`config.mk`:
```
export PLATFORM = sky130hd
export DESIGN_NAME = seq_gen_arbiter_flat
export DESIGN_NICKNAME = d
export VERILOG_FILES = /design/src/rtl/seq_gen_arbiter_if.sv /design/src/rtl/seq_gen_arbiter.sv /design/src/flat_wrapper.sv
export SDC_FILE = /design/constraint.sdc
export NUM_CORES = 1
export LEC_CHECK = 0
export BUFFER_PORTS_ARGS = -buffer_cell sky130_fd_sc_hd__buf_2
export CORE_AREA = 4 4 148 150
export CTS_CLUSTER_DIAMETER = 100
export DETAILED_ROUTE_END_ITERATION = 16
export DIE_AREA = 0 0 152 154
export HOLD_SLACK_MARGIN = 0.15
export PLACE_DENSITY = 0.7
export SKIP_LAST_GASP = 1
export SYNTH_ARGS = -nofsm -noshare
export SYNTH_HDL_FRONTEND = slang
export SYNTH_SLANG_ARGS = --single-unit
export TNS_END_PERCENT = 10
```
`constraint.sdc`:
```
create_clock -name clk -period 2.27 [get_ports clk]
set_input_delay 0.1135 -clock clk [delete_from_list [all_inputs] [get_ports clk]]
set_output_delay 0.1135 -clock clk [all_outputs]
set_load 0.005 [all_outputs]
```
`src/rtl/seq_gen_arbiter_if.sv`:
```
// Bundles the requester-side and sequence_gen-side signals of the arbiter.
// master = arbiter side, slave = requesters plus the sequence_gen datapath.
interface seq_gen_arbiter_if #(
    parameter int DATA_WIDTH = 64,
    parameter int FIB_ORDER  = 16
);
    // reqN is a valid held high until ackN pulses; ackN is a one-cycle completion
    // strobe and the requester drops reqN at the same edge it sees ackN.
    logic                  req0, req1;
    logic                  mode0, mode1;
    logic [FIB_ORDER-1:0]  order0, order1;
    logic [DATA_WIDTH-1:0] data0, data1;
    logic                  ack0, ack1;
    logic [DATA_WIDTH-1:0] result;
    logic [1:0]            status;
    logic                  busy;
    logic                  load, fibonacci, triangle, clear;
    logic [FIB_ORDER-1:0]  order;
    logic [DATA_WIDTH-1:0] data_in;
    logic                  done, error, overflow;
    logic [DATA_WIDTH-1:0] data_out;

    modport master (
        input  req0, req1, mode0, mode1, order0, order1, data0, data1,
        input  done, error, overflow, data_out,
        output ack0, ack1, result, status, busy,
        output load, fibonacci, triangle, clear, order, data_in
    );

    modport slave (
        output req0, req1, mode0, mode1, order0, order1, data0, data1,
        output done, error, overflow, data_out,
        input  ack0, ack1, result, status, busy,
        input  load, fibonacci, triangle, clear, order, data_in
    );
endinterface

```
`src/rtl/seq_gen_arbiter.sv`:
```
// Round-robin arbiter that owns the sequence_gen datapath for one job at a time,
// handling done/error/overflow/timeout and the clear sequence before responding.
module seq_gen_arbiter #(
    parameter int DATA_WIDTH     = 64,
    parameter int FIB_ORDER      = 16,
    parameter int TIMEOUT_CYCLES = 1024,
    parameter int CLEAR_CYCLES   = 2
) (
    input  logic               clk,
    input  logic               reset_n,
    seq_gen_arbiter_if.master  bus,
    output logic [2:0]         state_o
);
    typedef enum logic [2:0] {
        S_IDLE     = 3'd0,
        S_BUSY     = 3'd1,
        S_OVF_WAIT = 3'd2,
        S_CLEAR    = 3'd3,
        S_RESP     = 3'd4
    } state_t;

    // One counter serves both the BUSY timeout and the CLEAR hold length.
    localparam int CNT_MAX = (TIMEOUT_CYCLES > CLEAR_CYCLES) ? TIMEOUT_CYCLES : CLEAR_CYCLES;
    localparam int CW      = $clog2(CNT_MAX + 1);

    state_t                state_q, state_d;
    logic [CW-1:0]         cnt_q, cnt_d;
    logic                  ptr_q, ptr_d;
    logic                  owner_q, owner_d;
    logic                  mode_q, mode_d;
    logic [FIB_ORDER-1:0]  order_q, order_d;
    logic [DATA_WIDTH-1:0] data_q, data_d;
    logic [DATA_WIDTH-1:0] result_q, result_d;
    logic [1:0]            status_q, status_d;
    logic                  grant1;

    always_ff @(posedge clk or negedge reset_n) begin
        if (!reset_n) begin
            state_q  <= S_IDLE;
            cnt_q    <= '0;
            ptr_q    <= 1'b0;
            owner_q  <= 1'b0;
            mode_q   <= 1'b0;
            order_q  <= '0;
            data_q   <= '0;
            result_q <= '0;
            status_q <= 2'b00;
        end else begin
            state_q  <= state_d;
            cnt_q    <= cnt_d;
            ptr_q    <= ptr_d;
            owner_q  <= owner_d;
            mode_q   <= mode_d;
            order_q  <= order_d;
            data_q   <= data_d;
            result_q <= result_d;
            status_q <= status_d;
        end
    end

    // A lone request always wins; on contention the pointer picks the winner.
    assign grant1 = bus.req1 & (~bus.req0 | ptr_q);

    always_comb begin
        state_d  = state_q;
        cnt_d    = cnt_q;
        ptr_d    = ptr_q;
        owner_d  = owner_q;
        mode_d   = mode_q;
        order_d  = order_q;
        data_d   = data_q;
        result_d = result_q;
        status_d = status_q;
        case (state_q)
            S_IDLE: begin
                if (bus.req0 || bus.req1) begin
                    owner_d = grant1;
                    mode_d  = grant1 ? bus.mode1  : bus.mode0;
                    order_d = grant1 ? bus.order1 : bus.order0;
                    data_d  = grant1 ? bus.data1  : bus.data0;
                    cnt_d   = '0;
                    state_d = S_BUSY;
                end
            end
            S_BUSY: begin
                if (cnt_q == '0) begin
                    cnt_d = cnt_q + CW'(1);
                end else if (bus.error) begin
                    result_d = bus.data_out;
                    status_d = 2'b01;
                    cnt_d    = '0;
                    state_d  = S_CLEAR;
                end else if (bus.overflow) begin
                    state_d = S_OVF_WAIT;
                end else if (bus.done) begin
                    result_d = bus.data_out;
                    status_d = 2'b00;
                    state_d  = S_RESP;
                end else if (cnt_q == CW'(TIMEOUT_CYCLES - 1)) begin
                    result_d = '0;
                    status_d = 2'b11;
                    cnt_d    = '0;
                    state_d  = S_CLEAR;
                end else begin
                    cnt_d = cnt_q + CW'(1);
                end
            end
            S_OVF_WAIT: begin
                // Overflow data settles one cycle after the flag.
                result_d = bus.data_out;
                status_d = 2'b10;
                cnt_d    = '0;
                state_d  = S_CLEAR;
            end
            S_CLEAR: begin
                if (cnt_q == CW'(CLEAR_CYCLES - 1)) begin
                    state_d = S_RESP;
                end else begin
                    cnt_d = cnt_q + CW'(1);
                end
            end
            S_RESP: begin
                ptr_d   = ~owner_q;
                state_d = S_IDLE;
            end
            default: state_d = S_IDLE;
        endcase
    end

    always_comb begin
        bus.load      = 1'b0;
        bus.fibonacci = 1'b0;
        bus.triangle  = 1'b0;
        bus.clear     = 1'b0;
        bus.order     = '0;
        bus.data_in   = '0;
        bus.ack0      = 1'b0;
        bus.ack1      = 1'b0;
        bus.busy      = (state_q != S_IDLE);
        bus.result    = result_q;
        bus.status    = status_q;
        state_o       = state_q;
        case (state_q)
            S_BUSY, S_OVF_WAIT: begin
                bus.load      = 1'b1;
                bus.fibonacci = ~mode_q;
                bus.triangle  = mode_q;
                bus.order     = order_q;
                bus.data_in   = data_q;
            end
            S_CLEAR: bus.clear = 1'b1;
            S_RESP: begin
                bus.ack0 = ~owner_q;
                bus.ack1 = owner_q;
            end
            default: ;
        endcase
    end
endmodule

```
`src/flat_wrapper.sv`:
```
// flat-port wrapper written by rule: the top's interface ports become plain ports
module seq_gen_arbiter_flat 
#(
    parameter int DATA_WIDTH     = 64,
    parameter int FIB_ORDER      = 16,
    parameter int TIMEOUT_CYCLES = 1024,
    parameter int CLEAR_CYCLES   = 2
)
  (clk, reset_n, state_o, bus_req0, bus_req1, bus_mode0, bus_mode1, bus_order0, bus_order1, bus_data0, bus_data1, bus_done, bus_error, bus_overflow, bus_data_out, bus_ack0, bus_ack1, bus_result, bus_status, bus_busy, bus_load, bus_fibonacci, bus_triangle, bus_clear, bus_order, bus_data_in);
  seq_gen_arbiter_if #(.DATA_WIDTH(DATA_WIDTH), .FIB_ORDER(FIB_ORDER)) bus_i ();
  input  logic clk;
  input  logic reset_n;
  output logic [2:0] state_o;
  input wire logic [$bits(bus_i.req0)-1:0] bus_req0;
  input wire logic [$bits(bus_i.req1)-1:0] bus_req1;
  input wire logic [$bits(bus_i.mode0)-1:0] bus_mode0;
  input wire logic [$bits(bus_i.mode1)-1:0] bus_mode1;
  input wire logic [$bits(bus_i.order0)-1:0] bus_order0;
  input wire logic [$bits(bus_i.order1)-1:0] bus_order1;
  input wire logic [$bits(bus_i.data0)-1:0] bus_data0;
  input wire logic [$bits(bus_i.data1)-1:0] bus_data1;
  input wire logic [$bits(bus_i.done)-1:0] bus_done;
  input wire logic [$bits(bus_i.error)-1:0] bus_error;
  input wire logic [$bits(bus_i.overflow)-1:0] bus_overflow;
  input wire logic [$bits(bus_i.data_out)-1:0] bus_data_out;
  output wire logic [$bits(bus_i.ack0)-1:0] bus_ack0;
  output wire logic [$bits(bus_i.ack1)-1:0] bus_ack1;
  output wire logic [$bits(bus_i.result)-1:0] bus_result;
  output wire logic [$bits(bus_i.status)-1:0] bus_status;
  output wire logic [$bits(bus_i.busy)-1:0] bus_busy;
  output wire logic [$bits(bus_i.load)-1:0] bus_load;
  output wire logic [$bits(bus_i.fibonacci)-1:0] bus_fibonacci;
  output wire logic [$bits(bus_i.triangle)-1:0] bus_triangle;
  output wire logic [$bits(bus_i.clear)-1:0] bus_clear;
  output wire logic [$bits(bus_i.order)-1:0] bus_order;
  output wire logic [$bits(bus_i.data_in)-1:0] bus_data_in;
  assign bus_i.req0 = bus_req0;
  assign bus_i.req1 = bus_req1;
  assign bus_i.mode0 = bus_mode0;
  assign bus_i.mode1 = bus_mode1;
  assign bus_i.order0 = bus_order0;
  assign bus_i.order1 = bus_order1;
  assign bus_i.data0 = bus_data0;
  assign bus_i.data1 = bus_data1;
  assign bus_i.done = bus_done;
  assign bus_i.error = bus_error;
  assign bus_i.overflow = bus_overflow;
  assign bus_i.data_out = bus_data_out;
  assign bus_ack0 = bus_i.ack0;
  assign bus_ack1 = bus_i.ack1;
  assign bus_result = bus_i.result;
  assign bus_status = bus_i.status;
  assign bus_busy = bus_i.busy;
  assign bus_load = bus_i.load;
  assign bus_fibonacci = bus_i.fibonacci;
  assign bus_triangle = bus_i.triangle;
  assign bus_clear = bus_i.clear;
  assign bus_order = bus_i.order;
  assign bus_data_in = bus_i.data_in;
  seq_gen_arbiter #(.DATA_WIDTH(DATA_WIDTH), .FIB_ORDER(FIB_ORDER), .TIMEOUT_CYCLES(TIMEOUT_CYCLES), .CLEAR_CYCLES(CLEAR_CYCLES)) u_core (.clk(clk), .reset_n(reset_n), .bus(bus_i), .state_o(state_o));
endmodule
```
==> impl_metrics.csv <==
group,metric,value,unit
sta,finalCriticalPeriod,2.17,ns
synth,ys_ff_latch,163,
floorplanning,dieArea,0.0234,mm²
synth,syn_area_per_cell,9.32,µm²
synth,synthMuxAreaShare,10.3,%
synth,yosys_warnings,0,
cts,clk_latency,0.42,ns
placed_design,port_buffers,388,
route,ant_nets,0,
sta,setup_viol,0,
pwr,cellInternalPower,9.81,mW
worst_setup_path,slowest_delay,0.60,ns
sta,fmaxAchievable,461,MHz
placed_design,pre_cts_slack,0.124,ns
placed_design,dp_hpwl,17.3,mm
sta,layout_setup_ws,0.102,ns
cts,clk_pin_slew,0.07,ns
pwr,total_power,16.1,mW
route,wl_met2,14.3,mm
synth,synth_cell_type_count,53,
worst_setup_path,critPathTopFamily,"buffers and inverters",
global_routing,grt_pass1_vias,8976,
worst_setup_path,end_kind,"flip-flop",
sta,period_share,95.5,%
route,drt_iter0_markers,492,
route,wl_met1,11.7,mm
synth,synth_compound_area_share,12.9,%
floorplanning,boundaryPins,389,
floorplanning,core_area,0.0207,mm²
global_routing,antenna_found_initial,0,
worst_setup_path,critPathLaunchType,"input port",
synth,synth_cells,857,
synth,ys.flop_type,"dfrtp_1",
synth,syn_nets,1093,
pwr,p_seq_share,30.8,%
floorplanning,die_w,152,µm
synth,synth_area_leaders,"dfrtp_1 51%, mux2i_1 10%, and2_1 6.6%",
sta,clock-skew-final,0.0106,ns
synth,synth_top_area_cell,"dfrtp_1",
cts,cts_tree,"built",
synth,synth.top_cell.area_share,51.1,%
synth,synth-simple-area-share,21.0,%
placed_design,gp_congestion,0.875,
cts,clockBufferDepth,2,
cells_and_area,drive_gt1_share,31.7,%
cts,cts.sinks,163,
pwr,swShare,39.1,%
synth,synthAdderAreaFrac,0.470,%
global_routing,gr-usage-all-layers,24.3,%
floorplanning,initial_core_util,38.6,%
worst_setup_path,worstPathCellList,"dlygate4sd3_1, buf_2, inv_1, o21ai_4, buf_12, buf_4, mux2i_1, dlygate4sd3_1, a21oi_1",
pwr,cellLeakagePower,6.83,nW
pwr,p_sw,6.30,mW
worst_setup_path,path_buf_inv,6,
route,vias_per_cell,4.89,
sta,tightestPinTransition,0.627,ns
route,dr.pass1.iters,5,
cts,cts_made_buffers,17,
route,wl_per_cell,16.4,µm
pwr,power_density,1210,mW/mm²
synth,synth_xor_area_share,0.219,%
route,dr.max_layer_used,"met4",
synth,synth-seq-area-share,51.1,%
route,drc_errors,0,
sta,finalHoldViolCount,0,
cts,cts-root-buf,"clkbuf_16",
worst_setup_path,cp.arrival,2.47,ns
run_status,status,"finished clean",
pwr,pwr-share-clk,18.1,%
cells_and_area,area_delta_synth_final,66.4,%
pwr,ir_drop,0.580,mV
sta,rsz0062_at_grt,"true",
global_routing,grt-ovfl-total,0,
synth,netlist_area,0.00799,mm²
worst_setup_path,critPathSlowestCell,"dlygate4sd3_1",
cts,cts.htree.levels,4,
sta,slew_violations,0,
worst_setup_path,required,2.57,ns
sta,slew_headroom,58.1,%
route,vias,8578,
global_routing,grt_pass1_wl,46.6,mm
worst_setup_path,worst_path_most_repeated_cell,"dlygate4sd3_1",
job,maxCapViolations,0,
cells_and_area,final_cell_mix,"387 x buf_2, 230 x dlygate4sd3_1, 163 x dfrtp_1",
worst_hold_path,hp-class,"input port to flip-flop",
route,dr_wl_met3,1.97,mm
worst_setup_path,path_class,"input port to flip-flop",
worst_setup_path,worstPathMaxFanout,31,
synth,synth_top_family_by_area,"simple AND/OR/NAND/NOR gates",
cells_and_area,final_common_cell,"buf_2",
pwr,combPwrFrac,51.1,%
global_routing,grt_max_degree,75,
sta,fin_tns_setup,0,ns
route,wl,28.7,mm
synth,synthArstFlopShare,100,%
synth,synth_edf_count,0,
cells_and_area,layout.nets,1702,
cells_and_area,diodes,0,
floorplanning,die_y,154,µm
floorplanning,rows,53,
[sequential cells by signal (all words and copies together), names as in the netlist]
register,flops
u_core.bus.status,2
u_core.data_q,64
u_core.mode_q,1
u_core.bus.result,64
u_core.owner_q,1
u_core.state_o,3
u_core.order_q,16
u_core.cnt_q,11
u_core.ptr_q,1
[worst paths after layout]
check	startpoint	slack [ns]	endpoint	cells past startpoint
min in group asynchronous	reset_n	0.24	u_core.cnt_q[6]$_DFFE_PN0P_	2
hold reg to reg	u_core.bus.result[47]$_DFFE_PN0P_	0.48	u_core.bus.result[47]$_DFFE_PN0P_	2
setup / recovery	bus_req0	0.10	u_core.data_q[36]$_DFFE_PN0P_	9
max in group asynchronous	reset_n	1.39	u_core.order_q[14]$_DFFE_PN0P_	3
hold / removal	bus_overflow	0.19	u_core.cnt_q[10]$_DFFE_PN0P_	4
setup reg to reg	u_core.cnt_q[0]$_DFFE_PN0P_	0.11	u_core.bus.result[55]$_DFFE_PN0P_	7
[cells by family after synthesis]
logic type,count (synthesis)
AND/OR/NAND/NOR,355
AO/OA/AOI/OAI,184
flip-flops,163
multiplexers,82
buffers and inverters,68
adder cells (fa/ha/maj),3
XOR/XNOR,2
[power by group through the flow]
stage | combinational, mW | sequential [mW] | clock, mW
2_1_floorplan | 4.26 | 4.84 | 0
3_3_place_gp | 7.41 | 4.91 | 0
3_5_place_dp | 7.59 | 4.92 | 0
4_1_cts | 8.09 | 4.91 | 2.99
5_1_grt | 9.09 | 5.12 | 3.13
6_report | 8.23 | 4.97 | 2.91
[worst min-delay path: cells and delay by family]
kind | cells | cell delay, ns
AOI/OAI and AO/OA | 1 | 0.15
and+or+nand+nor | 2 | 0.13
buffers and inverters | 1 | 0.15
[per-stage QoR]
stage | area [µm²] | instances | hold WS (ns) | util, %
final | 13300 | 1754 | 0.186 | 64.3
after global routing | 13300 | 1754 | 0.173 | 64.3
after floorplan | 7990 | 857 | -0.182 | -
after global placement | 10400 | 1491 | 0.138 | 50.2
after CTS | 13300 | 1754 | 0.163 | 64.2
after detailed placement | 10400 | 1491 | 0.138 | 50.2
[layout make-up]
cell class	count	area, µm²
well taps	275	344
inverters	7	26.3
repair buffers	651	4640
clock inverters	15	169
clock buffers	17	425
fillers	1560	7400
flip-flops and latches	163	4080
multi-input cells	626	3610
[layer usage]
layer	vias up	GRT usage (%)
met3	61	6.98
met1	4011	29.2
met4	0	8.56
li1	4120	-
met2	386	41.8
met5	-	0
[cell usage after synthesis, drive strengths merged, types with 3 or more instances]
master,n
a21oi,88
a31oi,5
and2,84
and3,3
and4,4
buf,25
clkbuf,36
dfrtp,163
ha,3
inv,7
mux2i,81
nand2,139
nand2b,3
nand3,7
nor2,93
nor2b,4
nor3,6
nor4,3
o21ai,69
[timing repair]
action	4_1_cts	5_1_grt
endpoints found under the setup margin	1	9
endpoints found under the hold margin	270	0
gates resized for setup	0	1
buffers inserted	1	0
pin swaps	1	0
hold buffers	230	0
No activity file was read; power rests on OpenSTA's default activity.
